**src/rtl/arm_pkg.sv**
```systemverilog
// rtl/arm_pkg.sv - shared state encodings, opcodes and helpers for the sequencer
package arm_pkg;

  // One-hot phase encoding; the values are visible on the state port
  typedef enum logic [2:0] {
    ST_FETCH = 3'b001,
    ST_EXEC1 = 3'b010,
    ST_EXEC2 = 3'b100
  } state_t;

  localparam logic [3:0] OP_LDR = 4'b1101;
  localparam logic [3:0] OP_JMP = 4'b0110;
  localparam logic [3:0] OP_JZ  = 4'b0111;

  // Sign-extend a 12-bit branch offset to the 16-bit address width
  function automatic logic [15:0] sext12(input logic [11:0] v);
    return {{4{v[11]}}, v};
  endfunction

endpackage

```
**src/rtl/arm_pc.sv**
```systemverilog
// rtl/arm_pc.sv - program counter with incrementer and relative branch adder
module arm_pc
  import arm_pkg::*;
(
  input  logic        clk,
  input  logic        rst_n,
  input  logic        inc,
  input  logic        branch,
  input  logic [11:0] offset,
  output logic [15:0] pc
);

  // Increment on accepted fetch, add offset on taken branch; both wrap mod 2^16
  always_ff @(posedge clk or negedge rst_n) begin
    if (!rst_n) begin
      pc <= 16'h0000;
    end else if (inc) begin
      pc <= pc + 16'h0001;
    end else if (branch) begin
      pc <= pc + sext12(offset);
    end
  end

endmodule

```
**src/rtl/arm_seq.sv**
```systemverilog
// rtl/arm_seq.sv - fetch/execute sequencer with instruction register and zero flag
module arm_seq
  import arm_pkg::*;
(
  input  logic        clk,
  input  logic        rst_n,
  input  logic        run,
  output logic [15:0] imem_addr,
  output logic        imem_req,
  input  logic        imem_ack,
  input  logic [15:0] imem_data,
  input  logic [15:0] alu_dout,
  output logic [15:0] inst,
  output logic [2:0]  state,
  output logic        zflag
);

  state_t      st;
  logic        pending;
  logic [15:0] pc;
  logic [3:0]  opcode;
  logic        fetch_go;
  logic        take_branch;

  assign opcode    = inst[15:12];
  assign state     = st;
  assign imem_addr = pc;

  // A request, once raised, is held by pending so dropping run cannot cancel it
  assign imem_req  = (st == ST_FETCH) & (run | pending);
  assign fetch_go  = imem_req & imem_ack;

  // JZ reads the flag as registered; the same cycle never updates it since inst[15]==0
  assign take_branch = (st == ST_EXEC1) &
                       ((opcode == OP_JMP) | ((opcode == OP_JZ) & zflag));

  arm_pc u_pc (
    .clk    (clk),
    .rst_n  (rst_n),
    .inc    (fetch_go),
    .branch (take_branch),
    .offset (inst[11:0]),
    .pc     (pc)
  );

  // Track an outstanding fetch request until it is acknowledged
  always_ff @(posedge clk or negedge rst_n) begin
    if (!rst_n) begin
      pending <= 1'b0;
    end else begin
      pending <= imem_req & ~imem_ack;
    end
  end

  // Phase FSM, instruction register load and zero flag update
  always_ff @(posedge clk or negedge rst_n) begin
    if (!rst_n) begin
      st    <= ST_FETCH;
      inst  <= 16'h0000;
      zflag <= 1'b0;
    end else begin
      case (st)
        ST_FETCH: begin
          if (fetch_go) begin
            inst <= imem_data;
            st   <= ST_EXEC1;
          end
        end
        ST_EXEC1: begin
          if (inst[15] && (opcode != OP_LDR)) begin
            zflag <= (alu_dout == 16'h0000);
          end
          st <= (opcode == OP_LDR) ? ST_EXEC2 : ST_FETCH;
        end
        ST_EXEC2: begin
          st <= ST_FETCH;
        end
        default: begin
          st <= ST_FETCH;
        end
      endcase
    end
  end

endmodule
```
**config.mk**
```make
export PLATFORM = sky130hd
export DESIGN_NAME = arm_seq
export DESIGN_NICKNAME = d
export VERILOG_FILES = /design/src/rtl/arm_pkg.sv /design/src/rtl/arm_pc.sv /design/src/rtl/arm_seq.sv
export SDC_FILE = /design/constraint.sdc
export NUM_CORES = 1
export LEC_CHECK = 0
export ABC_CLOCK_PERIOD_IN_PS = 4650
export CORE_ASPECT_RATIO = 2
export CORE_MARGIN = 3
export CORE_UTILIZATION = 45
export CTS_CLUSTER_SIZE = 20
export DETAILED_ROUTE_END_ITERATION = 16
export DONT_BUFFER_PORTS = 1
export PLACE_DENSITY = 0.57
export SYNTH_ARGS = -nofsm -noshare
export SYNTH_HDL_FRONTEND = slang
export SYNTH_SLANG_ARGS = --single-unit
```
**constraint.sdc**
```tcl
create_clock -name clk -period 4.65 [get_ports clk]
set_clock_uncertainty 0.1 [all_clocks]
set_input_delay 0.465 -clock clk [delete_from_list [all_inputs] [get_ports clk]]
set_output_delay 0.465 -clock clk [all_outputs]
set_load 0.02 [all_outputs]
```
* Yosys cells after proc, flatten, opt, wreduce, memory -nomap -nowiden
Cells that the tools add are included.
Word-level totals: register bits 37, input port bits 36, output and inout bits 37, logic and storage cells 32
Cells by class: add/sub/neg operators 2, equality and inequality tests 7, muxes and demuxes 5, bitwise operators 8, reductions and logical operators 5
Operator list (number):
- 16-bit 2-to-1 mux | 2
- 16-bit by 1-bit adder with 16-bit output (second input constant) | 1
- 16-bit adder | 1
- 16-bit zero test | 1
- 4-bit by 3-bit equality test with 1-bit output (second input constant) | 2
- 3-bit 2-to-1 mux | 2
- 3-bit case mux with 2 select lines | 1
- 1-bit AND | 5
- 4-bit equality test (second input constant) | 1
- 4-bit inequality test (second input constant) | 1
- 2-bit AND reduction | 2
- 3-bit by 1-bit equality test with 1-bit output (second input constant) | 1
- 3-bit by 2-bit equality test with 1-bit output (second input constant) | 1
- 2-bit inequality test (second input constant) | 1
- 1-bit OR | 2
- 2-bit nonzero test | 1
- 1-bit logical AND | 1
- 1-bit inverter | 1

* Logic depth before layout (Yosys ltp)
Gate-level depths: netlist (run 1).
word-level depth 6, depth in mapped cells 14

* Cells and area by module
From an unflattened synthesis (run 1), not the netlist that was laid out.
Second synthesis, totals: cell total of the unflattened synthesis 197, area, all modules 2167.1 um^2
By module, submodules not included:
- arm_pc | times used 1, cells an instance 137, area each 1247.4 um^2, seq. area each 400.4 um^2
- arm_seq | times used 1, cells an instance 60, area each 919.6 um^2, seq. area each 526.8 um^2

* Worst setup path after synthesis (run 1)
Ideal clock, no wire load.
path type reg2reg, start point register st[0], in the netlist state[0], end point register u_pc.pc[14], data arrival time 3.143 ns, path slack 1.277 ns, stages on the path, launching flop included 14, path through dfstp_2 nand2b_2 nor3_4 nand2_2 inv_2 clkbuf_1 nor2b_1 fa_1 a21o_1 a31oi_1 nor2_1 a221o_1 mux2i_1 xnor2_1
On the way: cells in the longest elaborated chain, start to end 4, elaborated cells between the ends (all ways) 7, those cells by class eq/ne: 2; mux: 1; bitwise: 3; reduce/logical: 1
RTL lines:
- start: declaration | RTL line arm_seq.sv:18 | state_t st;
- start signal: assignment | RTL line arm_seq.sv:73 | st <= (opcode == OP_LDR) ? ST_EXEC2 : ST_FETCH;
- 3-bit by 1-bit equality test with 1-bit output (*) | RTL line arm_seq.sv:30 | assign imem_req = (st == ST_FETCH) & (run | pending);
- 1-bit AND (*) | RTL line arm_seq.sv:30
- named net imem_req | RTL line arm_seq.sv:9 | output logic imem_req,
- 1-bit AND (*) | RTL line arm_seq.sv:31 | assign fetch_go = imem_req & imem_ack;
- 16-bit 2-to-1 mux / 2-bit nonzero test (equally long branches)
- end signal: assignment | RTL line arm_pc.sv:18 | pc <= pc + 16'h0001;
- end signal: assignment | RTL line arm_pc.sv:20 | pc <= pc + sext12(offset);
- end: declaration | RTL line arm_pc.sv:10 | output logic [15:0] pc
Mark *: on every way through the listed nets, which the timed path passes. The rest lies on a longest branch. A chain may end at the register's enable or synchronous reset.

* Final worst setup path (run 1)
start point register st[0], in the netlist state[0], end point register u_pc.pc[15]
Same word-level chain as after synthesis.

==> results_dict.tcl, run 1 <==
set metrics [dict create \
    status "completed" \
    rows 34 \
    start_util_pct 47.5 \
    post_cts.repair.setup_buffers 0 \
    crit_required_ps 4760 \
    synth_edf_count 0 \
    drv_cap 0 \
    critPathCapture "u_pc.pc[15]$_DFFE_PN0P_" \
    clock_path_buffers 2 \
    synthToLayoutAreaGrowth_pct 7.43 \
    clock-root-buffer "clkbuf_8" \
    slowest_stage "dfstp_2" \
    yosysWarnings 0 \
    fmax_mhz 262 \
    ys_ff_latch 37 \
    min_period_ps 3810 \
    setup_viol 0 \
    met2_usage_pct 35.0 \
    synth_top_area_cell "dfrtp_1" \
    wl_um 4760 \
    worstMarginPinSlew_ps 735 \
    tns_ps 0 \
    grt_usage_pct 19.4 \
    setup.worst_path.end_class "register" \
    io_pins 73 \
    start_kind "register" \
    drc 0 \
    drt-initial-drc-count 13 \
    drtPass1Iterations 4 \
    die_x_um 54.6 \
    p_per_area_mw_per_mm2 639 \
    startpoint "state[0]$_DFFE_PN1P_" \
    power_leakage_uw 0.00109 \
    critPathArrivalTime_ps 3930 \
    busiest_layer "met2" \
    post-route-util_pct 51.0 \
    globalRouteMet3Util_pct 4.78 \
    core_mm2 0.00447 \
    synth.area.top_cells "dfrtp_1 (42%), ha_1 (6.5%), nand2_1 (5.7%)" \
    critical_path.top_delay_family "simple AND/OR/NAND/NOR gates" \
    met1_usage_pct 19.5 \
    path_cells "nand2b_2 -> nor3_4 -> nand2_2 -> inv_2 -> nor2b_1 -> ha_1 -> o21ai_0 -> or2b_2 -> o2111ai_1 -> a311o_1 -> mux2i_1 -> xnor2_1" \
    rsz0062_at_grt "false" \
    pwr-share-comb_pct 36.5 \
    overflow 0 \
    cts.sinks 37 \
    setup_ws_ps 835 \
    grt_max_degree 38 \
    max_stage_delay_ps 640 \
    diodes 0 \
    dp_slack_ps 801 \
    viasPerCell 5.82 \
    finalCritPeriodShare_pct 82.0 \
    p_int_uw 806 \
    layout_commonest_cell "dfrtp_1" \
    slew_violations 0 \
    drtAntennaViolNets 0 \
    syn_avg_cell_area_um2 10.3 \
    dp.final_hpwl_um 3650 \
    clkPwrFrac_pct 17.2 \
    critPathKind "reg2reg" \
    final_cell_mix "dfrtp_1 (36), nand2_1 (32), a21o_1 (13), o21ai_0 (12)" \
    synth_flop_cell "dfrtp_1" \
    io_buffer_count 0 \
    via_count 1536 \
    path_max_fanout 30 \
    yosysTopAreaCellShare_pct 42.5 \
    grt_pass1_wl_um 7900 \
    placement.cell_area_mm2 0.00215 \
    synthDistinctLibCells 54 \
    synth-seq-area-share_pct 43.7 \
    syn-num-nets 255 \
    reg2reg_depth 12 \
    final_layout_size_suffix_gt1_share_pct 12.4 \
    nNetsFinal 257 \
    vdd_drop_max_uv 379 \
    syn_area_mm2 0.00212 \
    post_drt_wl_per_cell_um 18.0 \
    hold_viol 0 \
    antenna_found_initial 0 \
    cts_tree "yes" \
    cts-htree-levels 2 \
    max_slew_margin_pct 51.0 \
    power_uw 1460 \
    worstReg2RegStart "state[0]$_DFFE_PN1P_" \
    fin_area_mm2 0.00228 \
    p_sw_uw 650 \
    r2r_setup_slack_ps 840 \
    insertion_delay_ps 290 \
    p_seq_share_pct 46.4 \
    critPathBufInv 1 \
    reg2reg_to "u_pc.pc[15]$_DFFE_PN0P_" \
    synth_cells 207 \
    grt_pass1_vias 1700 \
    cp.depth 12 \
    synth-async-reset-ratio_pct 100 \
    p_sw_share_pct 44.6 \
    dieArea_mm2 0.00563 \
    routabilityCongestion 0.835 \
    die_h_um 103 \
    clk_pin_slew_ps 80 \
    hp-class "in2reg" \
    cts_inserted_buffers 5 \
]
==> routing by layer <==
metal | up-vias | part of all wire [%]
met1 | 743 | 35
met5 | - | 0
met4 | 0 | 2.8
met2 | 40 | 58
met3 | 10 | 4.8
li1 | 743 | -
==> sequential cells by signal, indices dropped and copies added, names as in the netlist <==
register / count
inst: 16
u_pc.pc: 16
zflag: 1
pending: 1
state: 3
==> worst min path at each step <==
stage                          end  cells after the start     start  slack (ps)
5_1_grt          pending$_DFF_PN0_                      1  imem_ack         130
3_3_place_gp   inst[3]$_DFFE_PN0P_                      0     rst_n          70
2_1_floorplan  inst[0]$_DFFE_PN0P_                      0     rst_n          70
6_report         pending$_DFF_PN0_                      1  imem_ack         140
4_1_cts          pending$_DFF_PN0_                      1  imem_ack         120
3_5_place_dp   inst[3]$_DFFE_PN0P_                      0     rst_n          70
==> cell usage after synthesis (3+ instances only) <==
cell / number
mux2i_1: 4
nor2b_1: 11
nor3_1: 4
nor3b_1: 3
a21o_1: 13
nand2_1: 32
xnor2_1: 7
ha_1: 11
dfrtp_1: 36
nor4_1: 6
xor2_1: 5
o21ai_0: 12
buf_2: 4
a21oi_1: 9
nor2_1: 5
==> kinds of logic after synthesis <==
| family | Yosys count | synth area share (%) |
|---|---|---|
| and+or+nand+nor | 80 | 20.8 |
| buffers and inverters | 9 | 2.30 |
| AOI/OAI and AO/OA | 51 | 17.9 |
| DFF | 37 | 43.7 |
| adders and majority gates | 12 | 7.43 |
| muxes | 6 | 2.95 |
| xor gates and xnor gates | 12 | 4.95 |
==> power by group through the flow <==
stage          clock [µW]  combinational, µW  sequential [µW]
2_1_floorplan           0                450              641
3_3_place_gp            0                512              683
3_5_place_dp            0                526              686
4_1_cts               261                537              680
5_1_grt               272                610              694
6_report              250                531              675
==> through the flow <==
| step | hold slack (ps) | cells |
|---|---|---|
| floorplan | 69.4 | 207 |
| global placement | 70.3 | 254 |
| detailed placement | 70.3 | 254 |
| CTS | 124 | 264 |
| global route | 125 | 264 |
| finish | 137 | 264 |
==> area by class of cell <==
cell class	count	area (µm²)
Clock buffer	7	96.3
Tap cell	54	67.6
Multi-Input combinational cell	161	1150
Sequential cell	37	927
Clock inverter	1	5.00
Timing Repair Buffer	2	30.0
Inverter	2	7.51
Fill cell	430	2190
==> what timing repair did <==
| action | in CTS | in global routing |
|---|---|---|
| endpoints found under the hold margin | 37 | 0 |
| hold buffers | 2 | 0 |
| endpoints found under the setup margin | 0 | 0 |
| gates resized for setup | 0 | 0 |
(Power assumes the default switching activity.)
==> run 2, diff against run 1 <==
Settings changed: ABC_CLOCK_PERIOD_IN_PS 4650 to 3200, PLACE_DENSITY 0.57 to 0.59.
Clock period 4.65 ns to 3.2 ns, I/O delays scaled along.
==> run 2 against run 1 <==
  * Cell area grew 6.3%
  * First-iteration DRC count shrank 7.7%
  * Cell count grew 5.3%
  * Critical path depth grew 1
  * Via count grew 4.9%
  * Hold slack lost 98 ps
==> results_dict.tcl, run 2 (synthesis results as in run 1) <==
set metrics [dict create \
    final_cell_mix "dfrtp_1 (34), nand2_1 (32), a21o_1 (13), buf_4 (12), o21ai_0 (11)" \
    post_drt_wl_per_cell_um 18.4 \
    setup.worst_path.end_class "register" \
    wl_met3_um 269 \
    start_kind "register" \
    slew_violations 0 \
    power_leakage_uw 0.00114 \
    antenna_found_initial 0 \
    max_slew_margin_pct 65.4 \
    clock_path_buffers 2 \
    path_max_fanout 11 \
    cts-htree-levels 2 \
    drt-initial-drc-count 12 \
    hp-class "in2reg" \
    grt_usage_pct 19.9 \
    drtAntennaViolNets 0 \
    layout_commonest_cell "dfrtp_1" \
    worstMarginPinSlew_ps 519 \
    io_pins 73 \
    cts_tree "yes" \
    rsz0062_at_grt "false" \
    nNetsFinal 271 \
    grt_pass1_vias 1736 \
    insertion_delay_ps 280 \
    clock-root-buffer "clkbuf_8" \
    hold_viol 0 \
    final_layout_size_suffix_gt1_share_pct 20.5 \
    die_x_um 54.6 \
    overflow 0 \
    start_util_pct 47.5 \
    cts.sinks 37 \
    synthToLayoutAreaGrowth_pct 14.2 \
    viasPerCell 5.80 \
    critPathArrivalTime_ps 3150 \
    min_period_ps 3050 \
    setup_ws_ps 147 \
    critPathKind "reg2reg" \
    grt_pass1_wl_um 8140 \
    fmax_mhz 328 \
    drc 0 \
    top_layer "met4" \
    cts_inserted_buffers 5 \
    m1WireLength_um 1690 \
    diodes 0 \
    routabilityCongestion 0.748 \
    setup_viol 0 \
    p_per_area_mw_per_mm2 908 \
    met2_length_um 3070 \
    status "completed" \
    vdd_drop_max_uv 509 \
    drtPass1Iterations 2 \
    dp.final_hpwl_um 3940 \
    io_buffer_count 0 \
    finalCritPeriodShare_pct 95.4 \
    nFillCells 416 \
    die_h_um 103 \
    via_count 1612 \
    dieArea_mm2 0.00563 \
    clk_pin_slew_ps 70 \
    dp_slack_ps 23.1 \
    crit_required_ps 3300 \
    wl_um 5120 \
    tns_ps 0 \
    grt_max_degree 38 \
    drv_cap 0 \
    rows 34 \
    core_mm2 0.00447 \
]
run 2: worst max-delay path, cell delays in order (launching register included):
cell       delay [ps]
dfstp_2           560
nand2b_4           80
nor3_4            150
nand2_2           120
inv_6             110
buf_4             130
nor2b_1            70
ha_1              320
o211ai_2          100
o21ai_2           210
o2111ai_2         150
a311o_2           410
or3b_1            370
o2111ai_1          90
run 2: through the flow:
stage / util (%) / hold WS (ps) / area (µm²) / power (µW) / std cells
after floorplan: - / -75.6 / 2140 / 1590 / 207
after global placement: 49.9 / -74.7 / 2230 / 1750 / 263
after detailed placement: 49.9 / -74.4 / 2230 / 1800 / 263
after CTS: 52.6 / 30.4 / 2350 / 2140 / 274
after global routing: 54.2 / 35.0 / 2420 / 2360 / 278
final: 54.2 / 39.0 / 2420 / 2200 / 278
run 2: cell type report:
class / count / area, µm² / share of cell area, %
Sequential cell: 37 / 930 / 38.4
Multi-Input combinational cell: 161 / 1190 / 49.2
Timing Repair Buffer: 16 / 141 / 5.84
Tap cell: 54 / 67.6 / 2.79
Inverter: 2 / 12.5 / 0.517
Clock buffer: 8 / 80.1 / 3.31
run 2: final timing paths:
path | from | cells after the start | endpoint | slack (ps)
worst min-delay path | imem_data[14] | 2 | inst[14]$_DFFE_PN0P_ | 40
min in group asynchronous | rst_n | 2 | u_pc.pc[3]$_DFFE_PN0P_ | 400
worst max-delay path | state[0]$_DFFE_PN1P_ | 13 | u_pc.pc[13]$_DFFE_PN0P_ | 150
worst max register to register | state[0]$_DFFE_PN1P_ | 13 | u_pc.pc[13]$_DFFE_PN0P_ | 150
max in group asynchronous | rst_n | 2 | state[0]$_DFFE_PN1P_ | 2340
worst min register to register | state[0]$_DFFE_PN1P_ | 2 | pending$_DFF_PN0_ | 470
run 2: repair_timing:
item / CTS / global route
pin swaps: 1 / 5
hold buffers: 3 / 0
gates resized for setup: 1 / 11
setup endpoints to repair: 1 / 5
setup buffers: 0 / 4
hold endpoints to repair: 38 / 0
run 2: power breakdown:
part	leakage [µW]	internal [µW]	switching, µW	total, µW
clock	0.0000395	155	162	317
sequential	0.000453	619	356	974
combinational	0.000650	431	479	909
total	0.00114	1200	996	2200
run 2: routing by layer:
metal / track usage [%] / up-vias
li1: - / 774
met1: 19.7 / 781
met2: 37.2 / 48
met3: 5.79 / 9
met4: 6.91 / 0
met5: 0 / -
==> run 3, diff against run 2 <==
Settings changed: CORE_MARGIN 3 to default.
==> run 3 against run 2 <==
  * Clock-buffer cell count is 1 lower
  * First-iteration DRC count grew to 3.7 times the previous value
  * Sequential share of layout area is 0.14 points lower
  * Total power is 2.8% higher
  * Largest power group unchanged
  * Largest cell class unchanged
  * Cell area is 0.36% higher
  * Worst setup slack better by 4.2 ps
  * Maximum frequency is 0.14% higher
  * Combinational power is 4.4% lower
  * Sequential power hardly changed
==> results_dict.tcl, run 3 (synthesis results as in run 1) <==
set metrics [dict create \
    cts_tree "yes" \
    tns_ps 0 \
    rows 35 \
    io_pins 73 \
    dieArea_mm2 0.00501 \
    viasPerCell 5.86 \
    power_leakage_uw 0.00116 \
    cts_inserted_buffers 5 \
    max_slew_margin_pct 49.5 \
    drt-initial-drc-count 44 \
    overflow 0 \
    slew_violations 0 \
    grt_max_degree 38 \
    cts.sinks 37 \
    core_mm2 0.00455 \
    critPathKind "reg2reg" \
    grt_pass1_vias 1754 \
    post-route-util_pct 53.4 \
    hp-class "in2reg" \
    start_util_pct 46.6 \
    final_cell_mix "dfrtp_1 (34), nand2_1 (32), a21o_1 (13), buf_4 (13)" \
    finalCritPeriodShare_pct 95.3 \
    antenna_found_initial 0 \
    critPathArrivalTime_ps 3140 \
    clock-root-buffer "clkbuf_8" \
    setup_viol 0 \
    hold_viol 0 \
    dp_slack_ps 5.79 \
    worstMarginPinSlew_ps 758 \
    drtPass1Iterations 6 \
    crit_required_ps 3290 \
    clk_pin_slew_ps 80 \
    clock_path_buffers 2 \
    rsz0062_at_grt "false" \
    die_h_um 99.1 \
    routabilityCongestion 0.873 \
    die_x_um 50.6 \
    power_uw 2260 \
    grt_usage_pct 21.4 \
    insertion_delay_ps 280 \
    diodes 0 \
    via_count 1634 \
    dp.final_hpwl_um 3680 \
    start_kind "register" \
    p_per_area_mw_per_mm2 930 \
    nNetsFinal 271 \
    setup_ws_ps 151 \
    path_max_fanout 15 \
    post_drt_wl_per_cell_um 17.5 \
    fmax_mhz 328 \
    vdd_drop_max_uv 502 \
    final_layout_size_suffix_gt1_share_pct 19.2 \
    io_buffer_count 0 \
    drtAntennaViolNets 0 \
    wl_um 4890 \
    layout_commonest_cell "dfrtp_1" \
    synthToLayoutAreaGrowth_pct 14.6 \
    drc 0 \
    min_period_ps 3050 \
    status "completed" \
    nFillCells 416 \
    drv_cap 0 \
    setup.worst_path.end_class "register" \
    grt_pass1_wl_um 8120 \
    cts-htree-levels 2 \
]
run 3: path summary, 6_finish.rpt:
check | cells past startpoint | endpoint | slack (ps) | start
max | 12 | u_pc.pc[13]$_DFFE_PN0P_ | 150 | state[0]$_DFFE_PN1P_
min reg2reg | 2 | pending$_DFF_PN0_ | 480 | state[0]$_DFFE_PN1P_
max in group asynchronous | 2 | state[0]$_DFFE_PN1P_ | 2360 | rst_n
min | 2 | inst[15]$_DFFE_PN0P_ | 40 | imem_data[15]
max reg2reg | 12 | u_pc.pc[13]$_DFFE_PN0P_ | 150 | state[0]$_DFFE_PN1P_
min in group asynchronous | 2 | u_pc.pc[7]$_DFFE_PN0P_ | 380 | rst_n
run 3: layer usage:
metal | GRT usage [%] | vias to the layer above | routed length [µm]
li1 | - | 777 | -
met1 | 21.6 | 777 | 1750
met2 | 38.4 | 68 | 2720
met3 | 5.96 | 12 | 307
met4 | 11.3 | 0 | 123
met5 | 0 | - | 0
run 3: repair_timing:
item                       CTS  global route
setup endpoints to repair    2             7
hold buffers                 2             1
gates resized for setup      1             4
hold endpoints to repair    37             1
pin swaps                    1             3
setup buffers                0             2
run 3: stage by stage:
step	instance area (µm²)	hold WS [ps]	cells
6_report	2430	37.6	279
5_1_grt	2430	27.7	279
4_1_cts	2390	1.91	276
3_5_place_dp	2240	-74.8	266
3_3_place_gp	2240	-74.9	266
2_1_floorplan	2140	-75.6	207
run 3: report_power, final:
group / switching [µW] / total [µW] / internal, µW
registers: 353 / 972 / 619
clock network: 167 / 422 / 254
logic: 454 / 869 / 415
total: 974 / 2260 / 1290
run 3: area by class of cell:
class / instances / area [µm²] / share of cell area (%)
Tap cell: 55 / 68.8 / 2.83
Timing Repair Buffer: 16 / 138 / 5.66
Clock buffer: 7 / 86.3 / 3.55
Inverter: 2 / 12.5 / 0.515
Multi-Input combinational cell: 161 / 1170 / 48.0
Clock inverter: 1 / 30.0 / 1.24
Sequential cell: 37 / 930 / 38.2
run 3: worst max-delay path, stage by stage (launching register included):
cell and delay (ps):
dfstp_2 560, nand2b_4 80, nor3_4 150, nand2_2 120, inv_6 130, nor2b_1 80
ha_2 400, o211ai_2 100, o21ai_2 220, o2111ai_1 170, a311o_2 410, or3b_1 360
o2111ai_1 80
